$ cat config.mk
export PLATFORM = sky130hd
export DESIGN_NAME = cpu_run_controller_flat
export DESIGN_NICKNAME = d
export VERILOG_FILES = /design/src/rtl/cpu_run_controller_if.sv /design/src/rtl/cpu_run_controller.sv /design/src/flat_wrapper.sv
export SDC_FILE = /design/constraint.sdc
export NUM_CORES = 1
export LEC_CHECK = 0
export CAP_MARGIN = 30
export CELL_PAD_IN_SITES_DETAIL_PLACEMENT = 0
export CELL_PAD_IN_SITES_GLOBAL_PLACEMENT = 1
export CORE_UTILIZATION = 31
export DETAILED_ROUTE_END_ITERATION = 16
export PLACE_DENSITY = 0.82
export SYNTH_ARGS = -nofsm -noshare
export SYNTH_HDL_FRONTEND = slang
export SYNTH_SLANG_ARGS = --single-unit
$ cat constraint.sdc
create_clock -name clk -period 2.7 [get_ports clk]
set_input_delay 0.54 -clock clk [delete_from_list [all_inputs] [get_ports clk]]
set_output_delay 0.54 -clock clk [all_outputs]
set_load 0.02 [all_outputs]
$ cat src/rtl/cpu_run_controller_if.sv
// Dump-port bundle: the controller borrows the data-memory read port and streams words out.
interface cpu_run_controller_if #(
  parameter int DUMP_WORDS = 64
);
  localparam int IDX_W = (DUMP_WORDS > 1) ? $clog2(DUMP_WORDS) : 1;

  logic             dump_req;
  logic             dump_sel;
  logic [31:0]      dump_a;
  logic [31:0]      dump_rd;
  logic             dump_valid;
  logic             dump_ready;
  logic [31:0]      dump_data;
  logic [IDX_W-1:0] dump_index;
  logic             dump_done;

  modport master (
    input  dump_req, dump_rd, dump_ready,
    output dump_sel, dump_a, dump_valid, dump_data, dump_index, dump_done
  );

  modport slave (
    output dump_req, dump_rd, dump_ready,
    input  dump_sel, dump_a, dump_valid, dump_data, dump_index, dump_done
  );
endinterface

$ cat src/rtl/cpu_run_controller.sv
// Run/halt sequencer for the single-cycle MIPS core: gates every architectural commit
// and dumps the low data-memory words while halted.
module cpu_run_controller #(
  parameter int DUMP_WORDS = 64,
  parameter int CNT_W      = 32
) (
  input  logic              clk,
  input  logic              rst_n,
  input  logic              start,
  input  logic              step,
  input  logic              halt_req,
  input  logic [CNT_W-1:0]  cycle_limit,
  input  logic              bp_en,
  input  logic [31:0]       bp_addr,
  input  logic [31:0]       pc,
  output logic              commit_en,
  output logic              halted,
  output logic              busy,
  output logic [CNT_W-1:0]  cycle_count,
  cpu_run_controller_if.master dump
);
  localparam int IDX_W = (DUMP_WORDS > 1) ? $clog2(DUMP_WORDS) : 1;
  localparam logic [IDX_W-1:0] LAST_IDX = IDX_W'(DUMP_WORDS - 1);
  localparam logic [IDX_W-1:0] IDX_ONE  = IDX_W'(1);
  localparam logic [CNT_W-1:0] CNT_ONE  = CNT_W'(1);

  typedef enum logic [2:0] {
    ST_IDLE      = 3'd0,
    ST_RUN       = 3'd1,
    ST_STEP      = 3'd2,
    ST_HALTED    = 3'd3,
    ST_DUMP_ADDR = 3'd4,
    ST_DUMP_OUT  = 3'd5
  } state_t;

  state_t           state_r, state_nxt_s;
  logic [CNT_W-1:0] count_r, count_inc_s;
  logic [IDX_W-1:0] idx_r, dump_index_r;
  logic [31:0]      dump_data_r;
  logic             dump_valid_r, dump_done_r, skip_bp_r, halted_r, busy_r;
  logic             bp_hit_s, limit_hit_s, handshake_s, last_word_s;
  logic             commit_en_s, dump_sel_s;

  // State register
  always_ff @(posedge clk or negedge rst_n) begin
    if (!rst_n) begin
      state_r <= ST_IDLE;
    end else begin
      state_r <= state_nxt_s;
    end
  end

  // Next-state: halt_req beats breakpoint beats cycle budget in RUN
  always_comb begin
    state_nxt_s = state_r;
    case (state_r)
      ST_IDLE, ST_HALTED: begin
        if (start) begin
          state_nxt_s = ST_RUN;
        end else if (step) begin
          state_nxt_s = ST_STEP;
        end else if (dump.dump_req) begin
          state_nxt_s = ST_DUMP_ADDR;
        end else begin
          state_nxt_s = state_r;
        end
      end
      ST_RUN: begin
        if (halt_req || bp_hit_s || limit_hit_s) begin
          state_nxt_s = ST_HALTED;
        end else begin
          state_nxt_s = ST_RUN;
        end
      end
      ST_STEP:      state_nxt_s = ST_HALTED;
      ST_DUMP_ADDR: state_nxt_s = ST_DUMP_OUT;
      ST_DUMP_OUT: begin
        if (handshake_s) begin
          state_nxt_s = last_word_s ? ST_HALTED : ST_DUMP_ADDR;
        end else begin
          state_nxt_s = ST_DUMP_OUT;
        end
      end
      default: state_nxt_s = ST_IDLE;
    endcase
  end

  // Combinational outputs and per-cycle qualifiers
  always_comb begin
    bp_hit_s    = bp_en & (pc == bp_addr) & ~skip_bp_r;
    count_inc_s = count_r + CNT_ONE;
    limit_hit_s = (cycle_limit != {CNT_W{1'b0}}) & (count_inc_s == cycle_limit);
    handshake_s = dump_valid_r & dump.dump_ready;
    last_word_s = (idx_r == LAST_IDX);
    commit_en_s = 1'b0;
    dump_sel_s  = 1'b0;
    case (state_r)
      ST_RUN:                    commit_en_s = ~halt_req & ~bp_hit_s;
      ST_STEP:                   commit_en_s = 1'b1;
      ST_DUMP_ADDR, ST_DUMP_OUT: dump_sel_s  = 1'b1;
      default: begin
        commit_en_s = 1'b0;
        dump_sel_s  = 1'b0;
      end
    endcase
  end

  // Instruction counter, breakpoint skip, dump capture and handshake registers
  always_ff @(posedge clk or negedge rst_n) begin
    if (!rst_n) begin
      count_r      <= {CNT_W{1'b0}};
      idx_r        <= {IDX_W{1'b0}};
      dump_index_r <= {IDX_W{1'b0}};
      dump_data_r  <= 32'd0;
      dump_valid_r <= 1'b0;
      dump_done_r  <= 1'b0;
      skip_bp_r    <= 1'b0;
      halted_r     <= 1'b0;
      busy_r       <= 1'b0;
    end else begin
      dump_done_r <= 1'b0;
      halted_r    <= (state_nxt_s == ST_HALTED);
      busy_r      <= (state_nxt_s == ST_RUN) | (state_nxt_s == ST_STEP) |
                     (state_nxt_s == ST_DUMP_ADDR) | (state_nxt_s == ST_DUMP_OUT);
      case (state_r)
        ST_IDLE, ST_HALTED: begin
          if (start) begin
            // Resuming from HALTED must not re-trip on the breakpoint we stopped at
            if (state_r == ST_IDLE) count_r <= {CNT_W{1'b0}};
            skip_bp_r <= (state_r == ST_HALTED);
          end else if (step) begin
            if (state_r == ST_IDLE) count_r <= {CNT_W{1'b0}};
          end else if (dump.dump_req) begin
            idx_r <= {IDX_W{1'b0}};
          end
        end
        ST_RUN: begin
          skip_bp_r <= 1'b0;
          if (commit_en_s) count_r <= count_inc_s;
        end
        ST_STEP: count_r <= count_inc_s;
        ST_DUMP_ADDR: begin
          dump_data_r  <= dump.dump_rd;
          dump_index_r <= idx_r;
          dump_valid_r <= 1'b1;
        end
        ST_DUMP_OUT: begin
          if (handshake_s) begin
            dump_valid_r <= 1'b0;
            if (last_word_s) begin
              dump_done_r <= 1'b1;
            end else begin
              idx_r <= idx_r + IDX_ONE;
            end
          end
        end
        default: dump_valid_r <= 1'b0;
      endcase
    end
  end

  assign commit_en       = commit_en_s;
  assign halted          = halted_r;
  assign busy            = busy_r;
  assign cycle_count     = count_r;
  assign dump.dump_sel   = dump_sel_s;
  assign dump.dump_a     = {{(30-IDX_W){1'b0}}, idx_r, 2'b00};
  assign dump.dump_valid = dump_valid_r;
  assign dump.dump_data  = dump_data_r;
  assign dump.dump_index = dump_index_r;
  assign dump.dump_done  = dump_done_r;
endmodule

$ cat src/flat_wrapper.sv
// flat-port wrapper written by rule: the top's interface ports become plain ports
module cpu_run_controller_flat 
#(
  parameter int DUMP_WORDS = 64,
  parameter int CNT_W      = 32
)
  (clk, rst_n, start, step, halt_req, cycle_limit, bp_en, bp_addr, pc, commit_en, halted, busy, cycle_count, dump_dump_req, dump_dump_rd, dump_dump_ready, dump_dump_sel, dump_dump_a, dump_dump_valid, dump_dump_data, dump_dump_index, dump_dump_done);
  cpu_run_controller_if #(.DUMP_WORDS(DUMP_WORDS)) dump_i ();
  input  logic clk;
  input  logic rst_n;
  input  logic start;
  input  logic step;
  input  logic halt_req;
  input  logic [CNT_W-1:0] cycle_limit;
  input  logic bp_en;
  input  logic [31:0] bp_addr;
  input  logic [31:0] pc;
  output logic commit_en;
  output logic halted;
  output logic busy;
  output logic [CNT_W-1:0] cycle_count;
  input wire logic [$bits(dump_i.dump_req)-1:0] dump_dump_req;
  input wire logic [$bits(dump_i.dump_rd)-1:0] dump_dump_rd;
  input wire logic [$bits(dump_i.dump_ready)-1:0] dump_dump_ready;
  output wire logic [$bits(dump_i.dump_sel)-1:0] dump_dump_sel;
  output wire logic [$bits(dump_i.dump_a)-1:0] dump_dump_a;
  output wire logic [$bits(dump_i.dump_valid)-1:0] dump_dump_valid;
  output wire logic [$bits(dump_i.dump_data)-1:0] dump_dump_data;
  output wire logic [$bits(dump_i.dump_index)-1:0] dump_dump_index;
  output wire logic [$bits(dump_i.dump_done)-1:0] dump_dump_done;
  assign dump_i.dump_req = dump_dump_req;
  assign dump_i.dump_rd = dump_dump_rd;
  assign dump_i.dump_ready = dump_dump_ready;
  assign dump_dump_sel = dump_i.dump_sel;
  assign dump_dump_a = dump_i.dump_a;
  assign dump_dump_valid = dump_i.dump_valid;
  assign dump_dump_data = dump_i.dump_data;
  assign dump_dump_index = dump_i.dump_index;
  assign dump_dump_done = dump_i.dump_done;
  cpu_run_controller #(.DUMP_WORDS(DUMP_WORDS), .CNT_W(CNT_W)) u_core (.clk(clk), .rst_n(rst_n), .start(start), .step(step), .halt_req(halt_req), .cycle_limit(cycle_limit), .bp_en(bp_en), .bp_addr(bp_addr), .pc(pc), .commit_en(commit_en), .halted(halted), .busy(busy), .cycle_count(cycle_count), .dump(dump_i));
endmodule
==> impl_metrics.json, run 1 <==
{
  "status": "complete, no violations",
  "cp_max_fo": 7,
  "clkLatencyLatePin_ns": 0.34,
  "reg2reg_depth": 9,
  "regToRegSetupSlack_ns": 0.1,
  "hold_viol": 0,
  "grt_max_degree": 40,
  "postCtsHoldBufs": 0,
  "grt_pass1_vias": 5143,
  "worst_r2r_startpoint": "u_core.cycle_count[14]",
  "cp_common_cell": "nor4_4",
  "cp_slowest_cell": "dfrtp_2",
  "yosysWarnings": 0,
  "avgSynthCellArea_um2": 9.45,
  "clock_skew_ns": 0.00970,
  "hp-class": "primary input to asynchronous set/reset pin",
  "cts_num_sinks": 84,
  "cp.arrival_ns": 2.81,
  "first_iter_violations": 254,
  "critPathTopFamily": "simple AND/OR/NAND/NOR gates",
  "netlist_top_cells_count": "84 x dfrtp_1, 54 x xnor2_1, 47 x o21ai_0",
  "path_cells": "nand4_4, nor4_4, buf_4, nand4_2, xnor2_1, o2111ai_1, nor4_4, a31oi_4, mux2i_1",
  "cpPeakStageDelay_ns": 0.45,
  "synthesis.area_um2": 5640,
  "start_kind": "register",
  "synthCells": 597,
  "max_freq_mhz": 384,
  "clock_path_buffers": 2,
  "rows": 48,
  "synth_edf_count": 0,
  "crit_path_end_kind": "register",
  "dieHeight_um": 137,
  "min_period_ns": 2.60,
  "antenna_found_initial": 0,
  "yosys.area.top_type": "dfrtp_1",
  "timing.rr.end": "u_core.busy",
  "antenna_left": 0,
  "dp_hpwl_um": 13800,
  "drive_above_1_share_pct": 20.4,
  "io_pins": 244,
  "ir_worst_vdd_v": 0.000534,
  "slew_headroom_pct": 60.3,
  "ys_async_sr_fraction_pct": 100,
  "total_power_uw": 5930,
  "dp.cells": 1066,
  "setup_violations": 0,
  "syn_to_final_growth_pct": 54.3,
  "setup_slack_ns": 0.0967,
  "dr.pass1.iters": 5,
  "die_w_um": 137,
  "final-max-slew-violation-count": 0,
  "synth_cell_types": 63,
  "cts_made_buffers": 9,
  "path_buf_inv": 1,
  "drc": 0,
  "path_class": "register to register",
  "pre_cts_ws_ns": -0.671,
  "start_util_pct": 32.2,
  "synth_area_leaders": "dfrtp_1 37%, xnor2_1 8.4%, mux2_2 7.6%",
  "fin_crit_sh_pct": 96.4,
  "worst_pin_slew_ns": 0.591,
  "route.vias.total": 5424,
  "p_leak_uw": 0.00364,
  "grt_pass1_wl_um": 27500,
  "ys.flop_type": "dfrtp_1",
  "final_cells": 1086,
  "powerDensity_nw_per_um2": 682,
  "routed_via_density": 4.99,
  "routed_wl_um": 17900,
  "coreArea_um2": 17500,
  "synth-seq-cells": 84,
  "seq_area_frac_synth_pct": 37.3,
  "cts_root_buf": "clkbuf_16",
  "portBuffers": 217,
  "cts_tree": "done",
  "gp_congestion": 0.880,
  "clkTransAtPathRegs_ns": 0.06,
  "max_cap_violations": 0,
  "yosysTopAreaCellShare_pct": 37.3,
  "grt_usage_pct": 19.1,
  "htree_levels": 3,
  "holdWs_ns": 0.138,
  "diodes": 0,
  "synth_most_common_cell": "dfrtp_1",
  "cp.required_ns": 2.90,
  "die_area_um2": 18700,
  "wl_per_cell_um": 16.5,
  "nets": 995,
  "grt_overflow": 0
}
## metal layers
metal | GRT usage (%) | routed length (um) | vias up
li1 | - | - | 2625
met1 | 24.1 | 7750 | 2556
met2 | 32.1 | 8480 | 225
met3 | 5.19 | 1450 | 18
met4 | 4.76 | 231 | 0
met5 | 0 | 0 | -
## where the power goes
group	total, uW	internal [uW]	leakage (uW)	switching, uW
registers	1760	1580	0.00110	186
clock network	1210	713	0.000136	502
logic	2960	1390	0.00240	1570
total	5930	3680	0.00364	2250
## registers in the layout, indices dropped and copies added (netlist names)
register                flops
u_core.busy                 1
u_core.dump.dump_index      6
u_core.halted               1
u_core.idx_r                6
u_core.state_r              3
u_core.dump.dump_done       1
u_core.skip_bp_r            1
u_core.cycle_count         32
u_core.dump.dump_data      32
u_core.dump.dump_valid      1
## stage by stage
stage	util, %	setup TNS [ns]	instance area, um^2
3_3_place_gp	47.5	-6.28	8340
3_5_place_dp	47.5	-7.95	8340
4_1_cts	49.0	0	8600
2_1_floorplan	-	0	5730
6_report	49.6	0	8700
5_1_grt	49.6	-0.0227	8700
## layout make-up
type	instances	area (um^2)
fillers	1677	8840
multi-input cells	467	3370
repair buffers	284	2620
flip-flops and latches	84	2110
well taps	225	282
clock buffers	11	233
clock inverters	4	51.3
inverters	11	41.3
## kinds of logic after synthesis
family,synth area share (%)
simple gates,21.4
compound gates,13.2
flops,37.3
xor+xnor,12.4
buf+inv,6.97
mux,8.30
fa+ha+maj,0.444
other cells,0.0665
## worst max path at each step
stage	startpoint	endpoint	slack (ns)	cells past startpoint
2_1_floorplan	u_core.cycle_count[0]	u_core.busy	0.15	10
5_1_grt	u_core.cycle_count[14]	u_core.busy	-0.01	9
4_1_cts	pc[16]	commit_en	0.0002	10
6_report	u_core.cycle_count[14]	u_core.busy	0.1	9
3_3_place_gp	bp_addr[0]	commit_en	-0.64	10
3_5_place_dp	bp_addr[10]	commit_en	-0.67	10
## cells in the final DEF, fill, tap and decap left out, drive strengths merged, types with 3 or more instances in the layout
master	synthesis	final
a21oi	13	13
a31oi	7	7
and3	11	11
and4	6	6
buf	47	75
clkbuf	13	16
clkdlybuf4s15	0	21
clkdlybuf4s50	0	159
conb	1	26
dfrtp	84	84
dlygate4sd2	0	24
inv	11	11
mux2	38	38
mux2i	4	4
nand2	26	26
nand2b	13	13
nand3	23	23
nand4	23	23
nor2	42	42
nor2b	8	8
nor3	13	13
nor4	19	19
o21ai	49	49
o21bai	3	3
o31ai	21	21
o41ai	6	6
or4	4	4
xnor2	54	54
xor2	26	26
## what timing repair did
action	in CTS	in global routing
pin swaps	39	15
gates resized for setup	105	31
setup endpoints to repair	1	4
setup buffers	1	5
Note: power is estimated with default switching activity, not from simulation.
==> inputs of run 2 (changes only) <==
Settings changed: CAP_MARGIN 30 to 20.
==> results of run 2 <==
The final DEF is identical to that of run 1; final timing and power are the same.
==> inputs of run 3 (changes only) <==
Settings changed: GPL_ROUTABILITY_DRIVEN from default to 0, SETUP_SLACK_MARGIN from default to 0.02.
==> impl_metrics.json, run 3 (synthesized netlist as in run 1, its figures left out) <==
{
  "die_w_um": 137,
  "cp_max_fo": 2,
  "cts_num_sinks": 84,
  "critPathTopFamily": "buffers and inverters",
  "cp.required_ns": 2.16,
  "hold_viol": 0,
  "setup_violations": 0,
  "cp_slowest_cell": "clkdlybuf4s50_1",
  "antenna_left": 0,
  "wl_met3_um": 1430,
  "cpPeakStageDelay_ns": 0.50,
  "htree_levels": 3,
  "final_cells": 1086,
  "diodes": 0,
  "drive_above_1_share_pct": 20.8,
  "status": "complete, no violations",
  "dr.pass1.iters": 5,
  "worst_pin_slew_ns": 0.589,
  "cts_root_buf": "clkbuf_16",
  "p_leak_uw": 0.00363,
  "first_iter_violations": 267,
  "portBuffers": 217,
  "top_layer_used": "met4",
  "routed_via_density": 4.99,
  "start_kind": "primary input",
  "max_freq_mhz": 388,
  "path_buf_inv": 3,
  "coreArea_um2": 17500,
  "ir_worst_vdd_v": 0.000534,
  "start_util_pct": 32.2,
  "final-max-slew-violation-count": 0,
  "met2_length_um": 8470,
  "drc": 0,
  "hp-class": "primary input to asynchronous set/reset pin",
  "fin_crit_sh_pct": 95.5,
  "dp_hpwl_um": 13800,
  "grt_usage_pct": 19.1,
  "clock_path_buffers": 2,
  "min_period_ns": 2.58,
  "grt_pass1_wl_um": 27500,
  "grt_pass1_vias": 5150,
  "wl_per_cell_um": 16.5,
  "path_class": "primary input to output port",
  "total_power_uw": 5930,
  "powerDensity_nw_per_um2": 684,
  "final_common_cell": "clkdlybuf4s50_1",
  "dp.cells": 1066,
  "layout_common_cells": "159 x clkdlybuf4s50_1, 78 x dfrtp_1, 66 x buf_4",
  "clock_skew_ns": 0.00999,
  "regToRegSetupSlack_ns": 0.13,
  "clkLatencyLatePin_ns": 0.34,
  "cp.arrival_ns": 2.04,
  "nets": 995,
  "antenna_found_initial": 0,
  "grt_overflow": 0,
  "slew_headroom_pct": 60.4,
  "grt_max_degree": 40,
  "clkTransAtPathRegs_ns": 0.06,
  "max_cap_violations": 0,
  "cts_made_buffers": 9,
  "die_area_um2": 18700,
  "wl_met1_um": 7760,
  "io_pins": 244,
  "cts_tree": "done",
  "syn_to_final_growth_pct": 53.8,
  "crit_path_end_kind": "output port",
  "routed_wl_um": 17900,
  "rows": 48,
  "post-route-cell-area_um2": 8670,
  "dieHeight_um": 137,
  "postCtsHoldBufs": 0,
  "path_cells": "clkdlybuf4s50_1, o2111ai_1, nor3_1, a41o_1, nor2_2, o21bai_4, inv_2, buf_6",
  "place_area_um2": 8340,
  "finalCoreUtilization_pct": 49.5,
  "route.vias.total": 5419
}
run 3: cell count changes in the layout (fill, tap and decap cells not counted):
cell and change:
buf_2 +6, clkbuf_2 -1, clkdlybuf4s15_1 -2, clkdlybuf4s15_2 -3, dfrtp_1 -1, dfrtp_2 +1
run 3: layer usage:
metal,global-route usage (%),vias to the layer above
met5,0,-
met4,4.76,0
met3,5.19,18
met2,32.1,210
met1,24.1,2571
li1,-,2620
run 3: where the power goes:
group	leakage [uW]	total (uW)	internal (uW)	switching (uW)
clock	0.000136	1210	713	502
combinational	0.00239	2950	1390	1570
sequential	0.00110	1760	1580	186
total	0.00363	5930	3680	2250
run 3: worst reg2reg max path, stage by stage, from the launching register on:
cell and delay [ns]:
dfrtp_2 0.45, nand4_4 0.20, nor4_4 0.43, buf_4 0.18, nand4_2 0.12, xnor2_1 0.18
o2111ai_1 0.21, nor4_4 0.39, a31oi_4 0.15, mux2i_1 0.13
run 3: area by class of cell:
cell class	count	area, um^2
Clock buffer	11	233
Clock inverter	4	51.3
Fill cell	1681	8860
Inverter	11	41.3
Multi-Input combinational cell	467	3370
Sequential cell	84	2110
Tap cell	225	282
Timing Repair Buffer	284	2590
run 3: repair_timing:
item	in CTS	in global routing
gates resized for setup	116	29
pin swaps	39	16
setup buffers	1	5
cloned	0	0
endpoints found under the hold margin	0	0
endpoints found under the setup margin	2	4
run 3: path summary, 6_finish.rpt:
| kind | startpoint | cells past startpoint | end |
|---|---|---|---|
| worst max-delay path | bp_addr[7] | 8 | commit_en |
| min in group clk | u_core.dump.dump_index[3] | 1 | u_core.dump.dump_index[3] |
| worst max register to register | u_core.cycle_count[14] | 9 | u_core.busy |
| max in group asynchronous | rst_n | 2 | u_core.dump.dump_data[16] |
| worst min-delay path | rst_n | 1 | u_core.dump.dump_data[25] |
| worst min register to register | u_core.dump.dump_index[3] | 1 | u_core.dump.dump_index[3] |
run 3: stage by stage:
| step | TNS, ns | worst slack [ns] | hold slack (ns) |
|---|---|---|---|
| floorplan | 0 | 0.149 | 0.244 |
| global placement | -6.28 | -0.643 | 0.487 |
| detailed placement | -7.95 | -0.671 | 0.495 |
| CTS | 0 | 0.0189 | 0.146 |
| global route | -0.0133 | -0.0133 | 0.157 |
| finish | 0 | 0.121 | 0.138 |
